## src/rtl/mc_control.sv

```systemverilog
// Multicycle MIPS-style main controller: Moore FSM producing datapath strobes.
// Optional jump support is enabled by defining MC_CONTROL_JUMP_EN.
module mc_control (
  input  logic       clk,
  input  logic       reset,
  input  logic [5:0] op,
  input  logic       mem_ready,
  output logic       pcwrite,
  output logic       pcwritecond,
  output logic       iord,
  output logic       memread,
  output logic       memwrite,
  output logic       irwrite,
  output logic       memtoreg,
  output logic       regwrite,
  output logic       regdest,
  output logic       alusrca,
  output logic       aluop1,
  output logic       aluop2,
  output logic [1:0] alusrcb,
  output logic [1:0] pcsource,
  output logic [3:0] state,
  output logic       instr_done,
  output logic       illegal
);

  typedef enum logic [3:0] {
    FETCH  = 4'd0,
    DECODE = 4'd1,
    MEMADR = 4'd2,
    MEMRD  = 4'd3,
    MEMWB  = 4'd4,
    MEMWR  = 4'd5,
    RXEC   = 4'd6,
    RWB    = 4'd7,
    BRANCH = 4'd8,
    IXEC   = 4'd9,
    IWB    = 4'd10,
    JUMP   = 4'd11
  } state_t;

  localparam logic [5:0] OP_R   = 6'b000000;
  localparam logic [5:0] OP_LW  = 6'b100011;
  localparam logic [5:0] OP_SW  = 6'b101011;
  localparam logic [5:0] OP_BEQ = 6'b000100;
  localparam logic [5:0] OP_ORI = 6'b001101;
`ifdef MC_CONTROL_JUMP_EN
  localparam logic [5:0] OP_J   = 6'b000010;
`endif

  state_t cur, nxt;

  always_ff @(posedge clk) begin
    if (reset) cur <= FETCH;
    else       cur <= nxt;
  end

  always_comb begin
    nxt         = FETCH;
    pcwrite     = 1'b0;
    pcwritecond = 1'b0;
    iord        = 1'b0;
    memread     = 1'b0;
    memwrite    = 1'b0;
    irwrite     = 1'b0;
    memtoreg    = 1'b0;
    regwrite    = 1'b0;
    regdest     = 1'b0;
    alusrca     = 1'b0;
    aluop1      = 1'b0;
    aluop2      = 1'b0;
    alusrcb     = 2'b00;
    pcsource    = 2'b00;
    instr_done  = 1'b0;
    illegal     = 1'b0;
    state       = cur;

    case (cur)
      FETCH: begin
        memread = 1'b1;
        alusrcb = 2'b01;
        irwrite = mem_ready;
        pcwrite = mem_ready;
        nxt     = mem_ready ? DECODE : FETCH;
      end
      DECODE: begin
        alusrcb = 2'b11;
        case (op)
          OP_LW, OP_SW: nxt = MEMADR;
          OP_R:         nxt = RXEC;
          OP_BEQ:       nxt = BRANCH;
          OP_ORI:       nxt = IXEC;
`ifdef MC_CONTROL_JUMP_EN
          OP_J:         nxt = JUMP;
`endif
          default: begin
            illegal = 1'b1;
            nxt     = FETCH;
          end
        endcase
      end
      MEMADR: begin
        alusrca = 1'b1;
        alusrcb = 2'b10;
        nxt     = (op == OP_SW) ? MEMWR : MEMRD;
      end
      MEMRD: begin
        memread = 1'b1;
        iord    = 1'b1;
        nxt     = mem_ready ? MEMWB : MEMRD;
      end
      MEMWB: begin
        regwrite   = 1'b1;
        memtoreg   = 1'b1;
        instr_done = 1'b1;
      end
      MEMWR: begin
        memwrite   = 1'b1;
        iord       = 1'b1;
        instr_done = mem_ready;
        nxt        = mem_ready ? FETCH : MEMWR;
      end
      RXEC: begin
        alusrca = 1'b1;
        aluop1  = 1'b1;
        nxt     = RWB;
      end
      RWB: begin
        regwrite   = 1'b1;
        regdest    = 1'b1;
        instr_done = 1'b1;
      end
      BRANCH: begin
        alusrca     = 1'b1;
        aluop2      = 1'b1;
        pcwritecond = 1'b1;
        pcsource    = 2'b01;
        instr_done  = 1'b1;
      end
      IXEC: begin
        alusrca = 1'b1;
        alusrcb = 2'b10;
        aluop1  = 1'b1;
        aluop2  = 1'b1;
        nxt     = IWB;
      end
      IWB: begin
        regwrite   = 1'b1;
        instr_done = 1'b1;
      end
`ifdef MC_CONTROL_JUMP_EN
      JUMP: begin
        pcwrite    = 1'b1;
        pcsource   = 2'b10;
        instr_done = 1'b1;
      end
`endif
      default: nxt = FETCH;
    endcase

    // Reset forces every output low combinationally, so an instruction caught
    // mid-flight cannot emit a write strobe in the reset cycle.
    if (reset) begin
      pcwrite     = 1'b0;
      pcwritecond = 1'b0;
      iord        = 1'b0;
      memread     = 1'b0;
      memwrite    = 1'b0;
      irwrite     = 1'b0;
      memtoreg    = 1'b0;
      regwrite    = 1'b0;
      regdest     = 1'b0;
      alusrca     = 1'b0;
      aluop1      = 1'b0;
      aluop2      = 1'b0;
      alusrcb     = 2'b00;
      pcsource    = 2'b00;
      instr_done  = 1'b0;
      illegal     = 1'b0;
      state       = '0;
    end
  end

endmodule

```

## config.mk

```make
export PLATFORM = sky130hd
export DESIGN_NAME = mc_control
export DESIGN_NICKNAME = d
export VERILOG_FILES = /design/src/rtl/mc_control.sv
export SDC_FILE = /design/constraint.sdc
export NUM_CORES = 1
export LEC_CHECK = 0
export ABC_AREA = 1
export CAP_MARGIN = 40
export CORE_UTILIZATION = 33
export CTS_BUF_LIST = sky130_fd_sc_hd__clkbuf_16
export DETAILED_ROUTE_END_ITERATION = 10
export HOLD_SLACK_MARGIN = 0.05
export PLACE_DENSITY = 0.74
export SLEW_MARGIN = 20
export SYNTH_ARGS = -nofsm -noshare
export SYNTH_HDL_FRONTEND = slang
export SYNTH_SLANG_ARGS = --single-unit
export TNS_END_PERCENT = 100
```

## constraint.sdc

```tcl
create_clock -name clk -period 1.3 [get_ports clk]
set_input_delay 0.39 -clock clk [delete_from_list [all_inputs] [get_ports clk]]
set_output_delay 0.39 -clock clk [all_outputs]
set_load 0.02 [all_outputs]
```

==> flow_summary.ini, run 1 <==
[die]
row_count = 14
start_util_pct = 35.13
fp.dieH_um = 41.81
die_x_um = 41.81
ios = 31

[clocking]
clk_path_buf_depth = 2
root_buffer = clkbuf_16
post_cts_buffers = 8
cts_made_buffers = 3
cts_resized = 193
ctsHtreeMaxLevel = 1
cts_sinks = 4
hold_buffers = 0

[logic_synthesis]
syn_inst = 108
synth.area.top_cells = nor2_1 21%, nand2_1 17%, dfxtp_1 15%
yosys.area.top_type = nor2_1
syn_area_per_cell_um2 = 4.843
ys_types = 16
synth_area_um2 = 523.0
synth_seq_cells = 4
yosys.area.top_type_share_pct = 20.81
synth_warnings = 0
yosysSeqAreaShare_pct = 15.31
syn-num-nets = 117

[placement]
port_buffers = 29
hpwl_mm = 1.577
finalWeightedCongestion = 0.7891
dp.cells = 179

[run_status]
stop_error = [ERROR DPL-0038] Utilization greater than 100%, impossible to legalize
status = aborted with a tool error
lastStage = clock tree synthesis
## metrics by stage
stage	util, %	hold WS (ns)	instance area, um^2	setup slack [ns]
floorplan	-	0.6059	678.2	-0.1443
global placement	79.58	0.6812	1185	-1.102
detailed placement	79.58	0.7019	1185	-1.130
## cell families after synthesis
| group | share of synthesized area, % |
|---|---|
| compound gates | 12.44 |
| buf+inv | 18.66 |
| flops | 15.31 |
| other cells | 0.7170 |
| simple gates | 52.87 |
## Yosys cell counts, drive strengths merged
library cell,instances
nor2,29
o21ai,4
clkbuf,2
a31oi,2
or2,1
conb,1
a21oi,5
and2,1
inv,18
a211oi,1
nand2,24
nand3,8
buf,3
dfxtp,4
nor3,5
==> inputs of run 2 (changes only) <==
--- a/config.mk
+++ b/config.mk
@@ -7,11 +7,10 @@
 export LEC_CHECK = 0
 export ABC_AREA = 1
 export CAP_MARGIN = 40
-export CORE_UTILIZATION = 33
-export CTS_BUF_LIST = sky130_fd_sc_hd__clkbuf_16
+export CORE_AREA = 2 2 63 65
 export DETAILED_ROUTE_END_ITERATION = 10
-export HOLD_SLACK_MARGIN = 0.05
-export PLACE_DENSITY = 0.74
+export DIE_AREA = 0 0 65 67
+export PLACE_DENSITY_LB_ADDON = 0.15
 export SLEW_MARGIN = 20
 export SYNTH_ARGS = -nofsm -noshare
 export SYNTH_HDL_FRONTEND = slang
==> constraint.sdc (replaced) <==
create_clock -name clk -period 1.69 [get_ports clk]
set_input_delay 0.507 -clock clk [delete_from_list [all_inputs] [get_ports clk]]
set_output_delay 0.507 -clock clk [all_outputs]
set_load 0.02 [all_outputs]
==> run 2 against run 1 <==
Against the previous run:
- the flow now finishes, with violations (negative setup slack)
- synthesized cell count unchanged
- synthesized area is the same
==> flow_summary.ini, run 2 <==
[run_status]
status = complete, but fails checks
violations = negative setup slack

[flow_run]
maxCapViolations = 0

[sta]
period_needed_ns = 1.840
holdWs_ns = 0.6790
fin_crit_sh_pct = 108.9
finalHoldViolCount = 0
fmaxAchievable_ghz = 0.5436
finalWorstSetupSlack_ns = -0.1497
slew_violations = 0
setup_violations = 15
rsz0062_at_grt = true
fin_skew_ns = 0.0007914

[finish]
largest_register_ff_count = 4
drive_above_1_share_pct = 66.49
final_area_um2 = 1446
finalNetCount = 196
antenna_cells = 0
fillCellCount = 418
layout_common_cells = 56 x buf_4, 18 x nand2_1, 16 x nor2_1
top_regs = cur: 4 flops
layout_commonest_cell = buf_4
final_cells = 233
areaGrowthSynthToFinish_pct = 176.6
largest_register = cur

[drt]
vias = 896
initialDrtViolationCount = 11
drc = 0
drt_wl_total_mm = 2.198
drtPass1Iterations = 4
antenna_left = 0
wire_per_inst_um = 9.433
vias_per_cell = 3.845

[logic_synthesis]
syn_area_per_cell_um2 = 4.843
syn-num-nets = 117
yosys.area.top_type_share_pct = 20.81
yosysMostFrequentCell = nor2_1
synth_area_um2 = 523.0
yosysSeqAreaShare_pct = 15.31
async_reset_ff_share_pct = 0
synth.area.top_cells = nor2_1 21%, nand2_1 17%, dfxtp_1 15%
synth_edf_count = 0
synth-main-ff-cell = dfxtp_1
syn_inst = 108
synth_seq_cells = 4
synth_top_cells_by_count = 29 x nor2_1, 24 x nand2_1, 17 x inv_1, 8 x nand3_1
ys_types = 16
synth_warnings = 0
yosys.area.top_type = nor2_1

[worst_setup_path]
reg2reg_to = cur[1]$_SDFF_PP0_
r2r_setup_slack_ns = 0.41
slowest_delay_ns = 0.35
critical_path_arrival_ns = 1.33
cp-start-kind = flop
cp.required_ns = 1.18
worst-path-max-fanout = 4
reg2reg_depth = 8
path_class = flop to primary output
rr_startpoint = cur[0]$_SDFF_PP0_
cp_cell_sequence = inv_4 -> nand2_4 -> buf_6 -> nor3_4 -> a21oi_2 -> o21ai_1 -> buf_4
cp_slowest_cell = dfxtp_4
end_kind = primary output

[power_and_ir_drop]
power.share.switching_pct = 29.63
power_density_nw_per_um2 = 320.2
power.share.sequential_pct = 21.2
p_int_uw = 325.9
comb_power_share_pct = 35.9
switching_power_uw = 137.2
vdd_drop_max_v = 0.0001333
clkPwrFrac_pct = 42.9
power.leakage_nw = 0.7378
finalPower_uw = 463.2

[clocking]
ctsHtreeMaxLevel = 1
insertion_delay_ns = 0.22
cts_made_buffers = 3
clkTransAtPathRegs_ns = 0.03
cts_tree = done
clk_path_buf_depth = 2
hold_buffers = 0
root_buffer = clkbuf_8
cts_sinks = 4

[worst_hold_path]
min_to = cur[0]$_SDFF_PP0_
hold_path.class = flop to flop
hp-start = cur[3]$_SDFF_PP0_
min_delay_path_depth = 3

[global_routing]
grt.total_usage_pct = 10.14
grt-ovfl-total = 0
grt_max_degree = 14
antenna_found_initial = 0
grt_pass1_vias = 880
grt_pass1_wl_mm = 3.470

[placement]
port_buffers = 29
dpl_cell_area_um2 = 1139
hpwl_mm = 1.623
finalWeightedCongestion = 0.7588
dp_slack_ns = -0.9766
dp.cells = 215

[die]
core_um2 = 3606
ios = 31
fp.dieH_um = 67
die_area_um2 = 4355
die_x_um = 65
start_util_pct = 14.50
row_count = 22
[run 2: worst max-delay path, delay by kind of cell (launching register included)]
family,cells,cell delay (ns)
and+or+nand+nor,2,0.24
buffers and inverters,3,0.37
DFF,1,0.35
AOI/OAI and AO/OA,2,0.15
[run 2: layer usage]
metal	share of wire [%]	global-route usage (%)	vias to the layer above
li1	-	-	484
met1	38	9.739	386
met2	56	20.88	23
met3	4.8	1.351	3
met4	1.0	4.787	0
met5	0	0	-
[run 2: worst max path at each step]
stage                            from  cells after the start         end  slack, ns
CTS                 cur[2]$_SDFF_PP0_                      5     illegal      -0.20
detailed placement              op[4]                      6     illegal      -0.98
global route        cur[1]$_SDFF_PP0_                      7     alusrca      -0.27
finish              cur[3]$_SDFF_PP0_                      7  instr_done      -0.15
floorplan           cur[3]$_SDFF_PP0_                      6  instr_done      -0.08
global placement                op[4]                      6     illegal      -0.99
[run 2: final cells by class]
type / instances / area [um^2] / share of cell area, %
clock buffers: 3 / 41.29 / 2.855
inverters: 18 / 77.57 / 5.363
multi-input cells: 81 / 540.5 / 37.37
flip-flops and latches: 4 / 95.09 / 6.574
well taps: 48 / 60.06 / 4.152
repair buffers: 79 / 631.9 / 43.69
[run 2: logic make-up after synthesis]
logic type	after synthesis	synth area share, %
buffers and inverters	23	18.66
other	1	0.7170
AND/OR/NAND/NOR	68	52.87
flip-flops	4	15.31
AO/OA/AOI/OAI	12	12.44
[run 2: timing repair]
item | CTS | global route
resized for setup | 159 | 50
setup endpoints to repair | 22 | 18
pin swaps | 10 | 13
buffers inserted | 8 | 7
[run 2: through the flow]
stage | TNS [ns] | util (%)
after floorplan | -0.08441 | -
after global placement | -17.86 | 31.58
after detailed placement | -18.20 | 31.58
after CTS | -1.851 | 35.88
after global routing | -2.500 | 40.11
final | -1.409 | 40.11
[run 2: power groups by stage]
stage / clock (mW) / sequential (mW) / combinational, mW
2_1_floorplan: 0 / 0.100 / 0.0592
3_3_place_gp: 0 / 0.101 / 0.131
3_5_place_dp: 0 / 0.101 / 0.131
4_1_cts: 0.204 / 0.0965 / 0.149
5_1_grt: 0.209 / 0.0983 / 0.180
6_report: 0.199 / 0.0981 / 0.166
Power figures use the tool's default switching activity.
